File: config.mk
export PLATFORM = sky130hd
export DESIGN_NAME = pipe_perf_counters
export DESIGN_NICKNAME = d
export VERILOG_FILES = /design/src/rtl/pipe_perf_pkg.sv /design/src/rtl/pipe_perf_counters_ch.sv /design/src/rtl/pipe_perf_counters.sv
export SDC_FILE = /design/constraint.sdc
export NUM_CORES = 1
export LEC_CHECK = 0
export CORE_MARGIN = 2
export CORE_UTILIZATION = 58
export CTS_BUF_LIST = sky130_fd_sc_hd__clkbuf_8
export CTS_CLUSTER_SIZE = 14
export DETAILED_ROUTE_END_ITERATION = 8
export DONT_BUFFER_PORTS = 1
export GPL_TIMING_DRIVEN = 1
export HOLD_SLACK_MARGIN = 0.03
export PLACE_DENSITY = 0.72
export SLEW_MARGIN = 15
export SYNTH_ARGS = -nofsm -noshare
export SYNTH_HDL_FRONTEND = slang
export SYNTH_HIERARCHICAL = 1
export SYNTH_SLANG_ARGS = --single-unit
File: constraint.sdc
create_clock -name clk -period 14.35 [get_ports clk]
set_clock_uncertainty 0.1 [all_clocks]
set_input_delay 4.305 -clock clk [delete_from_list [all_inputs] [get_ports clk]]
set_output_delay 4.305 -clock clk [all_outputs]
set_load 0.01 [all_outputs]
File: src/rtl/pipe_perf_pkg.sv
`default_nettype none
// ============================================================================
// Module      : pipe_perf_pkg
// Description : Shared FSM state encoding and default stop instruction.
// Revision    : 1.0 - initial release
// ============================================================================
package pipe_perf_pkg;

  typedef enum logic [1:0] {
    ST_IDLE = 2'd0,
    ST_RUN  = 2'd1,
    ST_HALT = 2'd2
  } state_e;

  localparam logic [31:0] C_STOP_INST_DEFAULT = 32'h0000_00EF;

endpackage : pipe_perf_pkg
`default_nettype wire

File: src/rtl/pipe_perf_counters_ch.sv
`default_nettype none
// ============================================================================
// Module      : perf_ch_counter
// Description : One channel's high/low event counters with sticky overflow.
// Revision    : 1.0 - initial release
// ============================================================================
module perf_ch_counter #(
  parameter int CNT_W    = 32,
  parameter int SATURATE = 1
) (
  input  logic             clk,
  input  logic             rst,
  input  logic             i_clr,
  input  logic             i_count,
  input  logic             i_event,
  output logic [CNT_W-1:0] o_hi,
  output logic [CNT_W-1:0] o_lo,
  output logic             o_ovf
);

  logic [CNT_W-1:0] r_hi;
  logic [CNT_W-1:0] r_lo;
  logic             r_ovf;
  logic             w_hi_full;
  logic             w_lo_full;

  assign w_hi_full = &r_hi;
  assign w_lo_full = &r_lo;

  // An increment at all-ones either holds or wraps; both flag the overflow.
  always_ff @(posedge clk or posedge rst) begin
    if (rst) begin
      r_hi  <= '0;
      r_lo  <= '0;
      r_ovf <= 1'b0;
    end else if (i_clr) begin
      r_hi  <= '0;
      r_lo  <= '0;
      r_ovf <= 1'b0;
    end else if (i_count) begin
      if (i_event) begin
        if (w_hi_full) begin
          r_ovf <= 1'b1;
          if (SATURATE == 0) r_hi <= '0;
        end else begin
          r_hi <= r_hi + CNT_W'(1);
        end
      end else begin
        if (w_lo_full) begin
          r_ovf <= 1'b1;
          if (SATURATE == 0) r_lo <= '0;
        end else begin
          r_lo <= r_lo + CNT_W'(1);
        end
      end
    end
  end

  assign o_hi  = r_hi;
  assign o_lo  = r_lo;
  assign o_ovf = r_ovf;

endmodule : perf_ch_counter
`default_nettype wire

File: src/rtl/pipe_perf_counters.sv
`default_nettype none
// ============================================================================
// Module      : pipe_perf_counters
// Description : Per-channel pipeline event counters gated by a start/stop FSM,
//               with snapshot shadow registers and a channel readout mux.
// Revision    : 1.0 - initial release
// ============================================================================
module pipe_perf_counters
  import pipe_perf_pkg::*;
#(
  parameter int          NUM_CH    = 4,
  parameter int          CNT_W     = 32,
  parameter int          SATURATE  = 1,
  parameter logic [31:0] STOP_INST = C_STOP_INST_DEFAULT
) (
  input  logic                                       clk,
  input  logic                                       rst,
  input  logic [31:0]                                inst,
  input  logic                                       inst_vld,
  input  logic [NUM_CH-1:0]                          event_i,
  input  logic                                       clr_i,
  input  logic                                       snap_i,
  input  logic [((NUM_CH > 1) ? $clog2(NUM_CH) : 1)-1:0] sel_i,
  output logic [CNT_W-1:0]                           hi_cnt_o,
  output logic [CNT_W-1:0]                           lo_cnt_o,
  output logic [NUM_CH-1:0]                          ovf_o,
  output logic [1:0]                                 state_o
);

  localparam int SEL_W = (NUM_CH > 1) ? $clog2(NUM_CH) : 1;

  state_e                         r_state;
  state_e                         w_next;
  logic                           w_count;
  logic                           w_stop;
  logic                           w_any;
  logic [NUM_CH-1:0][CNT_W-1:0]   w_hi;
  logic [NUM_CH-1:0][CNT_W-1:0]   w_lo;
  logic [NUM_CH-1:0][CNT_W-1:0]   r_sh_hi;
  logic [NUM_CH-1:0][CNT_W-1:0]   r_sh_lo;

  assign w_stop = inst_vld && (inst == STOP_INST);
  assign w_any  = |event_i;

  always_ff @(posedge clk or posedge rst) begin
    if (rst) r_state <= ST_IDLE;
    else     r_state <= w_next;
  end

  // The stop match outranks the start trigger; the unused code behaves as IDLE.
  always_comb begin
    w_next  = r_state;
    w_count = 1'b0;
    if (clr_i) begin
      w_next = ST_IDLE;
    end else begin
      case (r_state)
        ST_RUN: begin
          if (w_stop) w_next = ST_HALT;
          else        w_count = 1'b1;
        end
        ST_HALT: w_next = ST_HALT;
        default: begin
          if (w_stop) begin
            w_next = ST_HALT;
          end else if (w_any) begin
            w_next  = ST_RUN;
            w_count = 1'b1;
          end else begin
            w_next = ST_IDLE;
          end
        end
      endcase
    end
  end

  assign state_o = r_state;

  generate
    for (genvar g = 0; g < NUM_CH; g++) begin : g_ch
      perf_ch_counter #(
        .CNT_W    (CNT_W),
        .SATURATE (SATURATE)
      ) u_ch (
        .clk     (clk),
        .rst     (rst),
        .i_clr   (clr_i),
        .i_count (w_count),
        .i_event (event_i[g]),
        .o_hi    (w_hi[g]),
        .o_lo    (w_lo[g]),
        .o_ovf   (ovf_o[g])
      );
    end
  endgenerate

  // Shadows capture pre-update values, so a coincident clear still snapshots.
  always_ff @(posedge clk or posedge rst) begin
    if (rst) begin
      r_sh_hi <= '0;
      r_sh_lo <= '0;
    end else if (snap_i) begin
      r_sh_hi <= w_hi;
      r_sh_lo <= w_lo;
    end
  end

  always_comb begin
    hi_cnt_o = '0;
    lo_cnt_o = '0;
    for (int c = 0; c < NUM_CH; c++) begin
      if (sel_i == SEL_W'(c)) begin
        hi_cnt_o = r_sh_hi[c];
        lo_cnt_o = r_sh_lo[c];
      end
    end
  end

endmodule : pipe_perf_counters
`default_nettype wire

* Yosys cells after proc, flatten, opt, wreduce, memory -nomap -nowiden
Cells that the tools add are included.
** Cells by class
- Add/sub/neg operators :: 8
- $mul :: 0
- Div/mod/pow operators :: 0
- $lt $le $gt $ge :: 0
- Eq/ne operators :: 23
- Shift operators :: 0
- Mux-type cells :: 70
- Bitwise gates (word level) :: 0
- Reductions and logical operators :: 32
** Operator list (number)
- 32-bit 2-to-1 mux :: 40
- 32-bit by 1-bit adder with 32-bit output (second input constant) :: 8
- 32-bit AND reduction :: 8
- 3-bit AND reduction :: 12
- 32-bit by 8-bit equality test with 1-bit output (second input constant) :: 1
- 1-bit 2-to-1 mux :: 25
- 2-bit != test (second input constant) :: 8
- 3-bit by 1-bit != test with 1-bit output (second input constant) :: 4
- 3-bit nonzero test :: 4
- 2-bit nonzero test :: 5
- 2-bit by 1-bit != test with 1-bit output (second input constant) :: 4
- 2-bit equality test (second input constant) :: 3
- 2-bit 2-to-1 mux :: 3
- 2-bit by 1-bit equality test with 1-bit output (second input constant) :: 2
- 2-bit one-hot mux with 2 select lines :: 1
- 4-bit OR reduction :: 1
- 3-bit != test (second input constant) :: 1
- 2-bit zero test :: 1
- 1-bit one-hot mux with 2 select lines :: 1
- 1-bit logical AND :: 1
** Storage, ports and cells
- Register bits after elaboration :: 518
- Bits in latches :: 0
- Memory bits (writable) :: 0
- ROM bits :: 0
- Bits of input ports :: 43
- Output and inout bits :: 70
- Word-level logic and storage cells :: 154
- Memories kept :: 0

* Longest topological paths before layout
Gate-level depths: netlist (run 1).
- Depth in word-level cells :: 7
- Gate-level depth with buffers :: 11
- Mapped depth without buffers :: 9

* Modules after synthesis
Netlist (run 1), hierarchy kept.
** Modules (own cells, without submodules)
- pipe_perf_counters :: times used 1, cells each 644, area each 11178.2 um^2, sequential area each 6456.2 um^2
- perf_ch_counter at g_ch[0].u_ch ... :: times used 3, cells each 402, area each 3717.3 um^2, sequential area each 1626.6 um^2
- perf_ch_counter at g_ch[3].u_ch :: times used 1, cells each 411, area each 3703.6 um^2, sequential area each 1626.6 um^2

* Worst setup path after synthesis (run 1)
OpenSTA, ideal clock, no wires.
- Kind :: in2out
- Start :: input sel_i[0] (netlist bit)
- End :: output hi_cnt_o[0]
- Data arrival time :: 5302 ps
- Data required time :: 9945 ps
- Setup slack :: 4643 ps
- Stages on the path :: 3
- Buffers on the path :: 2
- Cells stage by stage :: buf_2 > buf_4 > mux4_2
** On the way
- Longest elaborated chain between the ends :: 5
- Elaborated cells between the ends (all ways) :: 8
- Classes of those cells :: eq/ne: 3; mux: 4; reduce/logical: 1
** Ends and longest elaborated chain
- start, declared :: RTL line pipe_perf_counters.sv:23 : input logic [((NUM_CH > 1) ? $clog2(NUM_CH) : 1)-1:0] sel_i,
- 2-bit zero test :: RTL line pipe_perf_counters.sv:112 : if (sel_i == SEL_W'(c)) begin
- 32-bit 2-to-1 mux (3 in series) :: RTL line pipe_perf_counters.sv:112
- 32-bit 2-to-1 mux (*) :: RTL line pipe_perf_counters.sv:112
- end, declared :: RTL line pipe_perf_counters.sv:24 : output logic [CNT_W-1:0] hi_cnt_o,
Every way passes the cells marked *; elsewhere a longest branch is shown, timed or not.

* Final worst setup path (run 1)
- Start :: input sel_i[0] (netlist bit)
- End :: output hi_cnt_o[3]
The elaborated chain is that of the path after synthesis.

==> flow_summary.json, run 1 <==
{
  "yosysTopAreaCell": "dfrtp_1",
  "ctsResizeCount": 0,
  "synth_edf_count": 0,
  "grt_pass1_wl_mm": 108,
  "pwr-share-comb": 0.052,
  "vias": 18711,
  "ir_worst_vdd_v": 0.0000762,
  "holdBufCountCts": 0,
  "hold_depth": 1,
  "synthCells": 2261,
  "globalplace.congestion": 0.960,
  "dp_cells": 2722,
  "syn2layout_area_growth_pct": 7.46,
  "drc": 0,
  "h-tree-depth": 3,
  "die_h_um": 216,
  "drive_gt1_frac": 0.236,
  "io_pins": 113,
  "fin_tns_setup_ps": 0,
  "hold_viol": 0,
  "syn_area_mm2": 0.0260,
  "syn_nets": 2313,
  "avgViaCountPerCell": 6.49,
  "clkPwrFrac": 0.449,
  "p_sw_frac": 0.240,
  "tightest_slew_ps": 1080,
  "first_global_vias": 18105,
  "place_area_mm2": 0.0261,
  "fillCellCount": 3480,
  "p_sw_uw": 727,
  "whs_ps": 403,
  "die_w_um": 216,
  "drt-total-wl_mm": 68.3,
  "grt_max_degree": 304,
  "fmax_mhz": 108,
  "gr-total-overflow": 0,
  "p_leak_uw": 0.0122,
  "ys_warn_count": 6,
  "criticalPathCategory": "in -> out",
  "netlist_top_cells_count": "dfrtp_1 (518), mux2_2 (277), nor2_1 (164)",
  "p_total_uw": 3020,
  "cts_tree": "yes",
  "grt_usage": 0.299,
  "design_area_mm2": 0.0280,
  "ys_seq_elements": 518,
  "path_clk_slew_ps": 60,
  "dieArea_mm2": 0.0466,
  "path_depth": 1,
  "final_antenna_net_count": 0,
  "cp-start-kind": "primary input",
  "rows": 77,
  "crit_arrival_ps": 4880,
  "hold_path_class": "reg -> reg",
  "core_area_mm2": 0.0442,
  "seq_area_frac_synth": 0.498,
  "r2r_cells": 10,
  "fin_crit_sh": 0.647,
  "clock-sinks": 518,
  "synth_area_per_cell_um2": 11.5,
  "path_cells": "mux4_2",
  "cts_setup_buffers": 0,
  "cp.required_ps": 9940,
  "crit_buf_inv": 0,
  "portBuffers": 0,
  "cts-root-buf": "clkbuf_8",
  "drt_iter0_markers": 1868,
  "avgRoutedWirePerCell_um": 23.7,
  "cpMaxStageDelayCell": "mux4_2",
  "slew_viol_final": 0,
  "rsz0062_at_grt": "false",
  "synth-main-ff-cell": "dfrtp_1",
  "layoutNonFillerInstCount": 2881,
  "slew-limit-headroom": 0.271,
  "max_stage_delay_ps": 560,
  "p_int_uw": 2300,
  "maxCapViolCount": 0,
  "numCtsBuffers": 88,
  "setup_viol": 0,
  "final_nets": 2272,
  "synthDistinctLibCells": 59,
  "hpwl_mm": 47.3,
  "netlist.area_leader.share": 0.498,
  "synth_most_common_cell": "dfrtp_1",
  "period_minus_slack_ps": 9280,
  "seq_power_share": 0.499,
  "power_density_mw_per_mm2": 108,
  "clock_path_buffers": 3,
  "antenna_found_initial": 6,
  "ys_async_sr_fraction": 1.00,
  "initial_utilization": 0.589,
  "first_pass_iters": 5,
  "clkLatencyLatePin_ps": 680,
  "crit_family": "multiplexers",
  "status": "finished clean",
  "crit_path_max_fanout": 64,
  "synthTopCellsByArea": "dfrtp_1 (50%), mux2_2 (12%), mux4_2 (5.5%)",
  "endpoint_kind": "output port"
}
-- state kept, by name, summed over array words and instances, names as in the netlist --
register and count:
g_ch.u_ch/o_lo 128, r_sh_hi 128, state_o 2, r_sh_lo 128, g_ch.u_ch/o_ovf 4, g_ch.u_ch/o_hi 128
-- per-layer routing --
metal,vias to the layer above,wire (um),track usage
met5,-,0,0
met4,0,1160,0.0809
met3,71,5830,0.0684
met2,658,31200,0.453
met1,9626,30100,0.436
li1,8356,-,-
-- worst paths after layout --
path,slack [ps],end,startpoint
setup / recovery,5070,hi_cnt_o[3],sel_i[0]
min in group asynchronous,3360,g_ch[1].u_ch/o_lo[3],rst
hold reg to reg,400,r_sh_lo[5],r_sh_lo[5]
setup reg to reg,10380,g_ch[3].u_ch/o_lo[28],state_o[1]
max in group asynchronous,9300,r_sh_lo[17],rst
hold / removal,400,r_sh_lo[5],r_sh_lo[5]
-- power groups by stage --
stage	registers, uW	clock network (uW)	logic [uW]
6_report	1510	1360	156
5_1_grt	1510	1460	174
4_1_cts	1510	1380	158
3_5_place_dp	1530	0	157
3_3_place_gp	1530	0	152
2_1_floorplan	1520	0	159
-- cell families after synthesis --
kind of cell,count (synthesis),synth area share
AOI/OAI and AO/OA,314,0.0735
adders and majority gates,9,0.00433
DFF,518,0.498
xor gates and xnor gates,111,0.0373
and+or+nand+nor,792,0.177
buffers and inverters,169,0.0314
muxes,348,0.178
-- cell type report --
| type | count | area, um2 | share of cell area |
|---|---|---|---|
| antenna | 3 | 7.51 | 0.000268 |
| clock buffer | 116 | 1600 | 0.0571 |
| clock inverter | 40 | 225 | 0.00805 |
| inverter | 32 | 128 | 0.00456 |
| multi-input combinational | 1574 | 12300 | 0.438 |
| sequential | 518 | 13000 | 0.463 |
| tap | 592 | 741 | 0.0265 |
| timing repair buffer | 6 | 57.6 | 0.00206 |
-- stage by stage --
stage / setup slack, ps / utilization
after CTS: 4990 / 0.632
after detailed placement: 4990 / 0.591
after global placement: 5000 / 0.591
after global routing: 5060 / 0.633
final: 5070 / 0.633
after floorplan: 2850 / -
-- placed cells by master (no fill, tap or decap), types with 35 or more instances in the layout --
master and instances:
a211oi_1 35, a21oi_1 121, and4_1 41, clkbuf_8 116
dfrtp_1 518, inv_1 51, mux2_2 277, mux4_2 64
nand2_1 93, nand3_1 102, nand4_1 76, nor2_1 164
nor4_1 42, o21ai_0 72, or3_1 75, xnor2_1 98
No activity file was read; power rests on OpenSTA's default activity.
==> run 2, diff against run 1 <==
--- a/config.mk
+++ b/config.mk
@@ -13,7 +13,7 @@
 export DONT_BUFFER_PORTS = 1
 export GPL_TIMING_DRIVEN = 1
 export HOLD_SLACK_MARGIN = 0.03
-export PLACE_DENSITY = 0.72
+export PLACE_DENSITY = 0.74
 export SLEW_MARGIN = 15
 export SYNTH_ARGS = -nofsm -noshare
 export SYNTH_HDL_FRONTEND = slang
==> constraint.sdc (replaced) <==
create_clock -name clk -period 7.8 [get_ports clk]
set_clock_uncertainty 0.1 [all_clocks]
set_input_delay 2.34 -clock clk [delete_from_list [all_inputs] [get_ports clk]]
set_output_delay 2.34 -clock clk [all_outputs]
set_load 0.01 [all_outputs]
==> run 2 against run 1 <==
Against the previous run:
- utilization rose by 0.062 points
- wire length fell by 3.4%
- critical endpoint unchanged
- setup slack got worse by 2700 ps
- highest routed layer is now met5
- via count fell by 0.46%
- largest power group unchanged
==> flow_summary.json, run 2 (synthesis results as in run 1) <==
{
  "grt_usage": 0.288,
  "path_clk_slew_ps": 50,
  "path_cells": "mux4_2",
  "h-tree-depth": 3,
  "cts_tree": "yes",
  "cp.required_ps": 5360,
  "ir_worst_vdd_v": 0.000133,
  "globalplace.congestion": 1.03,
  "core_area_mm2": 0.0442,
  "slew-limit-headroom": 0.316,
  "pwr-share-comb": 0.052,
  "ctsResizeCount": 0,
  "vias": 18624,
  "post-route-util": 0.633,
  "p_total_uw": 5580,
  "layout_commonest_cell": "dfrtp_1",
  "slew_viol_final": 0,
  "worstReg2RegStart": "state_o[1]",
  "min_from": "r_sh_lo[4]",
  "numCtsBuffers": 87,
  "max_stage_delay_ps": 610,
  "cts-root-buf": "clkbuf_8",
  "clock-sinks": 518,
  "avgRoutedWirePerCell_um": 23.0,
  "io_pins": 113,
  "r2r_cells": 10,
  "cp-start-kind": "primary input",
  "die_w_um": 216,
  "grt_pass1_wl_mm": 104,
  "die_h_um": 216,
  "seq_power_share": 0.496,
  "p_sw_uw": 1320,
  "fillCellCount": 3368,
  "tightest_slew_ps": 1020,
  "crit_family": "multiplexers",
  "final_nets": 2274,
  "power_density_mw_per_mm2": 199,
  "period_minus_slack_ps": 5450,
  "fmax_mhz": 184,
  "rows": 77,
  "first_pass_iters": 6,
  "maxCapViolCount": 0,
  "dieArea_mm2": 0.0466,
  "setup_viol": 0,
  "p_sw_frac": 0.237,
  "hold_depth": 1,
  "layout_common_cells": "dfrtp_1 (518), mux2_2 (277), nor2_1 (164)",
  "antenna_found_initial": 2,
  "rrSetupSlack_ps": 3910,
  "hold_viol": 0,
  "first_global_vias": 17808,
  "clkLatencyLatePin_ps": 650,
  "grt_max_degree": 304,
  "hold_path_class": "reg -> reg",
  "cpMaxStageDelayCell": "mux4_2",
  "rsz0062_at_grt": "false",
  "holdBufCountCts": 0,
  "endpoint_kind": "output port",
  "initial_utilization": 0.589,
  "portBuffers": 0,
  "gr-total-overflow": 0,
  "cts_setup_buffers": 0,
  "reg2reg_to": "g_ch[3].u_ch/o_lo[28]",
  "status": "finished clean",
  "p_int_uw": 4260,
  "drive_gt1_frac": 0.238,
  "hpwl_mm": 45.3,
  "whs_endpoint": "r_sh_lo[4]",
  "drt-total-wl_mm": 66.0,
  "drt_iter0_markers": 1997,
  "crit_path_max_fanout": 64,
  "criticalPathCategory": "in -> out",
  "fin_tns_setup_ps": 0,
  "syn2layout_area_growth_pct": 7.57,
  "crit_buf_inv": 0,
  "p_leak_uw": 0.0122,
  "final_antenna_net_count": 0,
  "clock_path_buffers": 3,
  "path_depth": 1,
  "clkPwrFrac": 0.452,
  "drc": 0,
  "fin_crit_sh": 0.698,
  "avgViaCountPerCell": 6.48,
  "crit_arrival_ps": 3010
}
run 2: changes by cell type in the layout (fill, tap and decap cells not counted), moves of 2 or more:
cell        previous run  this run
inv_1                 51        45
clkinvlp_4             2         6
buf_4                  5         8
clkbuf_8             116       113
bufinv_16              2         4
clkinv_2              12        10
diode_2                3         1
run 2: power groups by stage:
stage / registers (uW) / logic, uW / clock network, uW
6_report: 2770 / 289 / 2520
5_1_grt: 2770 / 322 / 2700
4_1_cts: 2770 / 291 / 2580
3_5_place_dp: 2820 / 290 / 0
3_3_place_gp: 2820 / 279 / 0
2_1_floorplan: 2800 / 293 / 0
run 2: cell type report:
| type | instances | area (um2) | share of cell area |
|---|---|---|---|
| Tap cell | 592 | 741 | 0.0264 |
| Multi-Input combinational cell | 1574 | 12300 | 0.438 |
| Timing Repair Buffer | 9 | 80.1 | 0.00286 |
| Clock buffer | 113 | 1560 | 0.0555 |
| Clock inverter | 37 | 275 | 0.00983 |
| Antenna cell | 1 | 2.50 | 0.0000894 |
| Inverter | 32 | 124 | 0.00442 |
| Sequential cell | 518 | 13000 | 0.463 |
run 2: metal layers:
layer / vias to the layer above / wire [um] / global-route usage
met5: - / 22 / 0
met4: 4 / 2080 / 0.105
met3: 119 / 5350 / 0.0609
met2: 684 / 29100 / 0.422
met1: 9466 / 29400 / 0.425
li1: 8351 / - / -
run 2: stage by stage:
step                      setup slack, ps  std cells  hold slack (ps)  cell area [um2]
after floorplan                      1270       2261              374            26000
after global placement               2270       2725              392            26200
after detailed placement             2200       2725              391            26200
after CTS                            2380       2875              404            28000
after global routing                 2390       2875              420            28000
final                                2350       2876              404            28000
run 2: how the worst max path moves through the flow:
stage	from	to	slack, ps
floorplan	inst[0]	g_ch[3].u_ch/o_lo[28]	1270
global placement	inst[0]	g_ch[3].u_ch/o_lo[28]	2270
global route	sel_i[0]	lo_cnt_o[0]	2390
detailed placement	inst[0]	g_ch[3].u_ch/o_lo[28]	2200
finish	sel_i[0]	hi_cnt_o[3]	2350
CTS	sel_i[0]	hi_cnt_o[1]	2380
==> patch 1 (settings of run 1) <==
`CNT_W` is set to 32 in 2 places; all go to 16.
--- a/src/rtl/pipe_perf_counters_ch.sv
+++ b/src/rtl/pipe_perf_counters_ch.sv
@@ -6,5 +6,5 @@
 // ============================================================================
 module perf_ch_counter #(
-  parameter int CNT_W    = 32,
+  parameter int CNT_W    = 16,
   parameter int SATURATE = 1
 ) (
--- a/src/rtl/pipe_perf_counters.sv
+++ b/src/rtl/pipe_perf_counters.sv
@@ -10,5 +10,5 @@
 #(
   parameter int          NUM_CH    = 4,
-  parameter int          CNT_W     = 32,
+  parameter int          CNT_W     = 16,
   parameter int          SATURATE  = 1,
   parameter logic [31:0] STOP_INST = C_STOP_INST_DEFAULT
Interface: changed (resized hi_cnt_o and lo_cnt_o); port bits go from 113 to 81. The function was not compared with the original's and may differ.
==> patch 1 against run 1 <==
- worst setup slack better by 13 ps
- combinational power fell by 28%
- sequential cell count shrank 256
- cell area down 49%
- synthesized area shrank 49%
- clock power shrank 55%
- power fell by 50%
- first-iteration DRC count shrank 61%
- count of clock-buffer cells in the layout down 65
- die area shrank 48%
- wire length fell by 54%
- global-route usage shrank 2.9 points
- critical path depth is the same
- critical endpoint is now hi_cnt_o[13]
- largest power group unchanged
==> patch 1: results (changes against run 1) <==
[placed_design]
place_inst = 1419  ; -48%
portBuffers = 0  ; unchanged
hpwl_um = 21500  ; -55%
gp_congestion = 0.819  ; -15%

[global_route]
grt_pass1_wl_um = 51300  ; -52%
antenna_found_initial = 0  ; -6
grt_max_degree = 139  ; -54%
grt_pass1_vias = 9448  ; -48%
grt_usage = 0.270  ; -0.0289

[timing]
whs_ps = 405  ; +1.72 ps
worst_slew_pin_slew_ps = 1070  ; -11.9 ps
fin_ws_ps = 5080  ; +13.4 ps

[clock_network]
cts_buffers = 43  ; -51%
clkLatencyLatePin_ps = 550  ; -130 ps
ctsHoldBuffers = 0  ; unchanged
cts-root-buf = clkbuf_8
cts_resized = 0  ; unchanged
clkTransAtPathRegs_ps = 60  ; about the same
cts_buffer_depth = 3  ; unchanged
post_cts_buffers = 0  ; unchanged
cts_max_level = 2  ; -1

[detailed_routing]
via_count = 9792  ; -48%
routed_wl_um = 31700  ; -54%
first_iter_violations = 729  ; -61%
firstDrtPassIters = 4  ; -1

[critical_path]
r2r-end = g_ch[3].u_ch/o_hi[11]$_DFFE_PP0P_
regToRegStartpoint = state_o[1]$_DFFE_PP0P_
critPathTopFamily = multiplexers
r2r_cells = 9  ; -1
slowest_delay_ps = 540  ; -20 ps
startpoint = sel_i[0]
r2r_slack_ps = 11080  ; +700 ps
slowest_stage = mux4_2
path_max_fanout = 32  ; -50%
cp-endpoint = hi_cnt_o[13]
arrival_ps = 4870  ; about the same

[layout]
drive_gt1_frac = 0.218  ; -0.0186
diodes = 0  ; -3
finalNonFillerCells = 1489  ; -48%

[synth]
netlist_top_cells_area = dfrtp_1 (49%), mux2_2 (12%), mux4_2 (5.4%)
ys_async_sr_fraction = 1.00  ; unchanged
yosysWarningCount = 6  ; unchanged
synth.distinct_cells = 54  ; -8.5%
synth.cells.most_frequent = dfrtp_1 (262), mux2_2 (144), a21oi_1 (81)
yosysSeqAreaShare = 0.495  ; -0.00329
synth_cells = 1184  ; -48%

[worst_hold_path]
hold_depth = 1  ; unchanged
min_to = r_sh_lo[17]$_DFFE_PP0P_
hold_path_startpoint = r_sh_lo[17]$_DFFE_PP0P_
hold_path.class = register to register

[power]
vdd_drop_max_mv = 0.0872  ; +15%
p_leak_nw = 6.01  ; -51%

[status]
outcome = finished, final reports clean

==> patch 1: cell types whose count changed in the layout (fill, tap and decap cells not counted), moves of 32 or more <==
cell / run 1 / this run
or3_1: 75 / 43
mux2_2: 277 / 144
clkbuf_8: 116 / 51
dfrtp_1: 518 / 262
mux4_2: 64 / 32
nand3_1: 102 / 55
xnor2_1: 98 / 0
nor2_1: 164 / 44
nand2_1: 93 / 60
a21oi_1: 121 / 81
a211oi_1: 35 / 2
==> patch 1: layer usage <==
layer / share of wire / up-vias / global-route usage
met1: 0.45 / 4947 / 0.386
met4: 0.020 / 0 / 0.0725
met3: 0.057 / 58 / 0.0565
met5: 0 / - / 0
li1: - / 4517 / -
met2: 0.48 / 270 / 0.426
==> patch 1: power by group <==
| group | switching [mW] | internal [mW] |
|---|---|---|
| clock network | 0.290 | 0.319 |
| registers | 0.0210 | 0.756 |
| logic | 0.0659 | 0.0476 |
| total | 0.377 | 1.12 |
==> patch 1: cell type report <==
| type | instances | area (sq um) |
|---|---|---|
| Fill cell | 1748 | 8300 |
| Sequential cell | 262 | 6560 |
| Clock inverter | 19 | 80.1 |
| Tap cell | 285 | 357 |
| Timing Repair Buffer | 9 | 67.6 |
| Inverter | 37 | 144 |
| Clock buffer | 51 | 702 |
| Multi-Input combinational cell | 826 | 6300 |
==> patch 1: logic make-up after synthesis <==
group / Yosys count / synth area share
adder cells (fa/ha/maj): 9 / 0.00850
buffers and inverters: 96 / 0.0313
AND/OR/NAND/NOR: 428 / 0.187
flip-flops: 262 / 0.495
AO/OA/AOI/OAI: 205 / 0.0958
multiplexers: 184 / 0.183
==> patch 1: per-stage QoR <==
stage	instance area [sq um]	total power [mW]
final	14200	1.50
after global routing	14200	1.57
after CTS	14200	1.52
after detailed placement	13400	0.905
after global placement	13400	0.899
after floorplan	13300	0.888
==> patch 2 (config.mk and constraints of run 1) <==
Without the edit above. Make the reset (`rst`) synchronous in 3 clocked blocks.
--- a/src/rtl/pipe_perf_counters_ch.sv
+++ b/src/rtl/pipe_perf_counters_ch.sv
@@ -29,5 +29,5 @@
 
   // An increment at all-ones either holds or wraps; both flag the overflow.
-  always_ff @(posedge clk or posedge rst) begin
+  always_ff @(posedge clk) begin
     if (rst) begin
       r_hi  <= '0;
--- a/src/rtl/pipe_perf_counters.sv
+++ b/src/rtl/pipe_perf_counters.sv
@@ -43,5 +43,5 @@
   assign w_any  = |event_i;
 
-  always_ff @(posedge clk or posedge rst) begin
+  always_ff @(posedge clk) begin
     if (rst) r_state <= ST_IDLE;
     else     r_state <= w_next;
@@ -96,5 +96,5 @@
 
   // Shadows capture pre-update values, so a coincident clear still snapshots.
-  always_ff @(posedge clk or posedge rst) begin
+  always_ff @(posedge clk) begin
     if (rst) begin
       r_sh_hi <= '0;
Check against the original RTL: not settled (the Yosys comparison gave no result); the edit may change what the design does.
==> patch 2 against run 1 <==
- die area is 6.7% lower
- worst setup slack worse by 120 ps
- register-to-register slack better by 220 ps
- sequential cell count stayed put
- wire length is 1.3% lower
- synthesized area is 6.9% lower
- cell area is 7.6% lower
- critical path type unchanged
- highest routed layer is now met5
Power is not compared: it rests on default switching activity, and its combinational part moved more than twofold at a synthesized area within 25%.
==> patch 2: results (changes against run 1) <==
[status]
outcome = finished, final reports clean

[worst_hold_path]
hold_depth = 2  ; +1
hold_path_startpoint = r_sh_lo[31]$_SDFFE_PP0P_
min_to = r_sh_lo[31]$_SDFFE_PP0P_

[synth]
yosysSeqAreaShare = 0.428  ; -0.0703
postSynthAreaPerCell_sq_um = 9.50  ; -17%
ys_async_sr_fraction = 0  ; -1.00
ys.flop_type = dfxtp_1
yosysWarningCount = 6  ; unchanged
netlist_top_cells_area = dfxtp_1 (43%), mux2i_1 (11%), nor2_1 (5.7%)
synth.distinct_cells = 69  ; +17%
synth.cells.most_frequent = dfxtp_1 (518), nor2_1 (371), mux2i_1 (259)

[placed_design]
place_ws_ps = 4960  ; -33.6 ps
postPlaceCellArea_sq_um = 24100  ; -7.9%
hpwl_um = 47700  ; +0.99%
gp_congestion = 0.983  ; +2.3%
place_inst = 2949  ; +8.3%

[detailed_routing]
via_count = 19800  ; +5.9%
routed_wl_um = 67500  ; -1.3%
wire_per_inst_um = 21.8  ; -8.2%

[critical_path]
r2r_slack_ps = 10600  ; +220 ps
slowest_delay_ps = 640  ; +80 ps
r2r-end = g_ch[3].u_ch/o_hi[25]$_SDFFE_PP0P_
slowest_stage = mux4_1
cp-endpoint = lo_cnt_o[2]
regToRegStartpoint = state_o[1]$_SDFFE_PP0P_

[clock_network]
cts_buffers = 85  ; -3.4%

[timing]
whs_ps = 390  ; -13.7 ps
relSlewSlack = 0.212  ; -0.0590
timing.fmax_ghz = 0.106  ; -1.3%

[layout]
drive_gt1_frac = 0.0966  ; -0.140
diodes = 0  ; -3
nets = 2556  ; +13%

[global_route]
grt_pass1_wl_um = 105000  ; -2.7%
grt_usage = 0.308  ; +0.00900
grt_max_degree = 271  ; -11%
antenna_found_initial = 4  ; -2

[power]
vdd_drop_max_mv = 0.0832
clock_power_mw = 1.33
power.total_mw = 2.83

[patch 2: cells by family (layout without fill, tap and decap cells)]
family,count (synthesis),after routing,synth area share
fa+ha+maj,9,9,0.00464
simple gates,1036,1036,0.226
buf+inv,180,196,0.0433
flops,518,518,0.428
mux,323,323,0.168
xor+xnor,68,68,0.0246
compound gates,418,418,0.107
[patch 2: layout make-up]
type / instances / area (sq um)
flip-flops and latches: 518 / 10400
inverters: 36 / 135
repair buffers: 9 / 67.6
fillers: 3460 / 15200
clock inverters: 35 / 175
well taps: 532 / 666
multi-input cells: 1854 / 12800
clock buffers: 116 / 1600
[patch 2: per-layer routing]
| metal | GRT usage | vias to the layer above | part of all wire |
|---|---|---|---|
| li1 | - | 9352 | - |
| met1 | 0.413 | 9651 | 0.43 |
| met2 | 0.483 | 685 | 0.45 |
| met3 | 0.0866 | 122 | 0.092 |
| met4 | 0.0972 | 2 | 0.028 |
| met5 | 0 | - | 0.00012 |
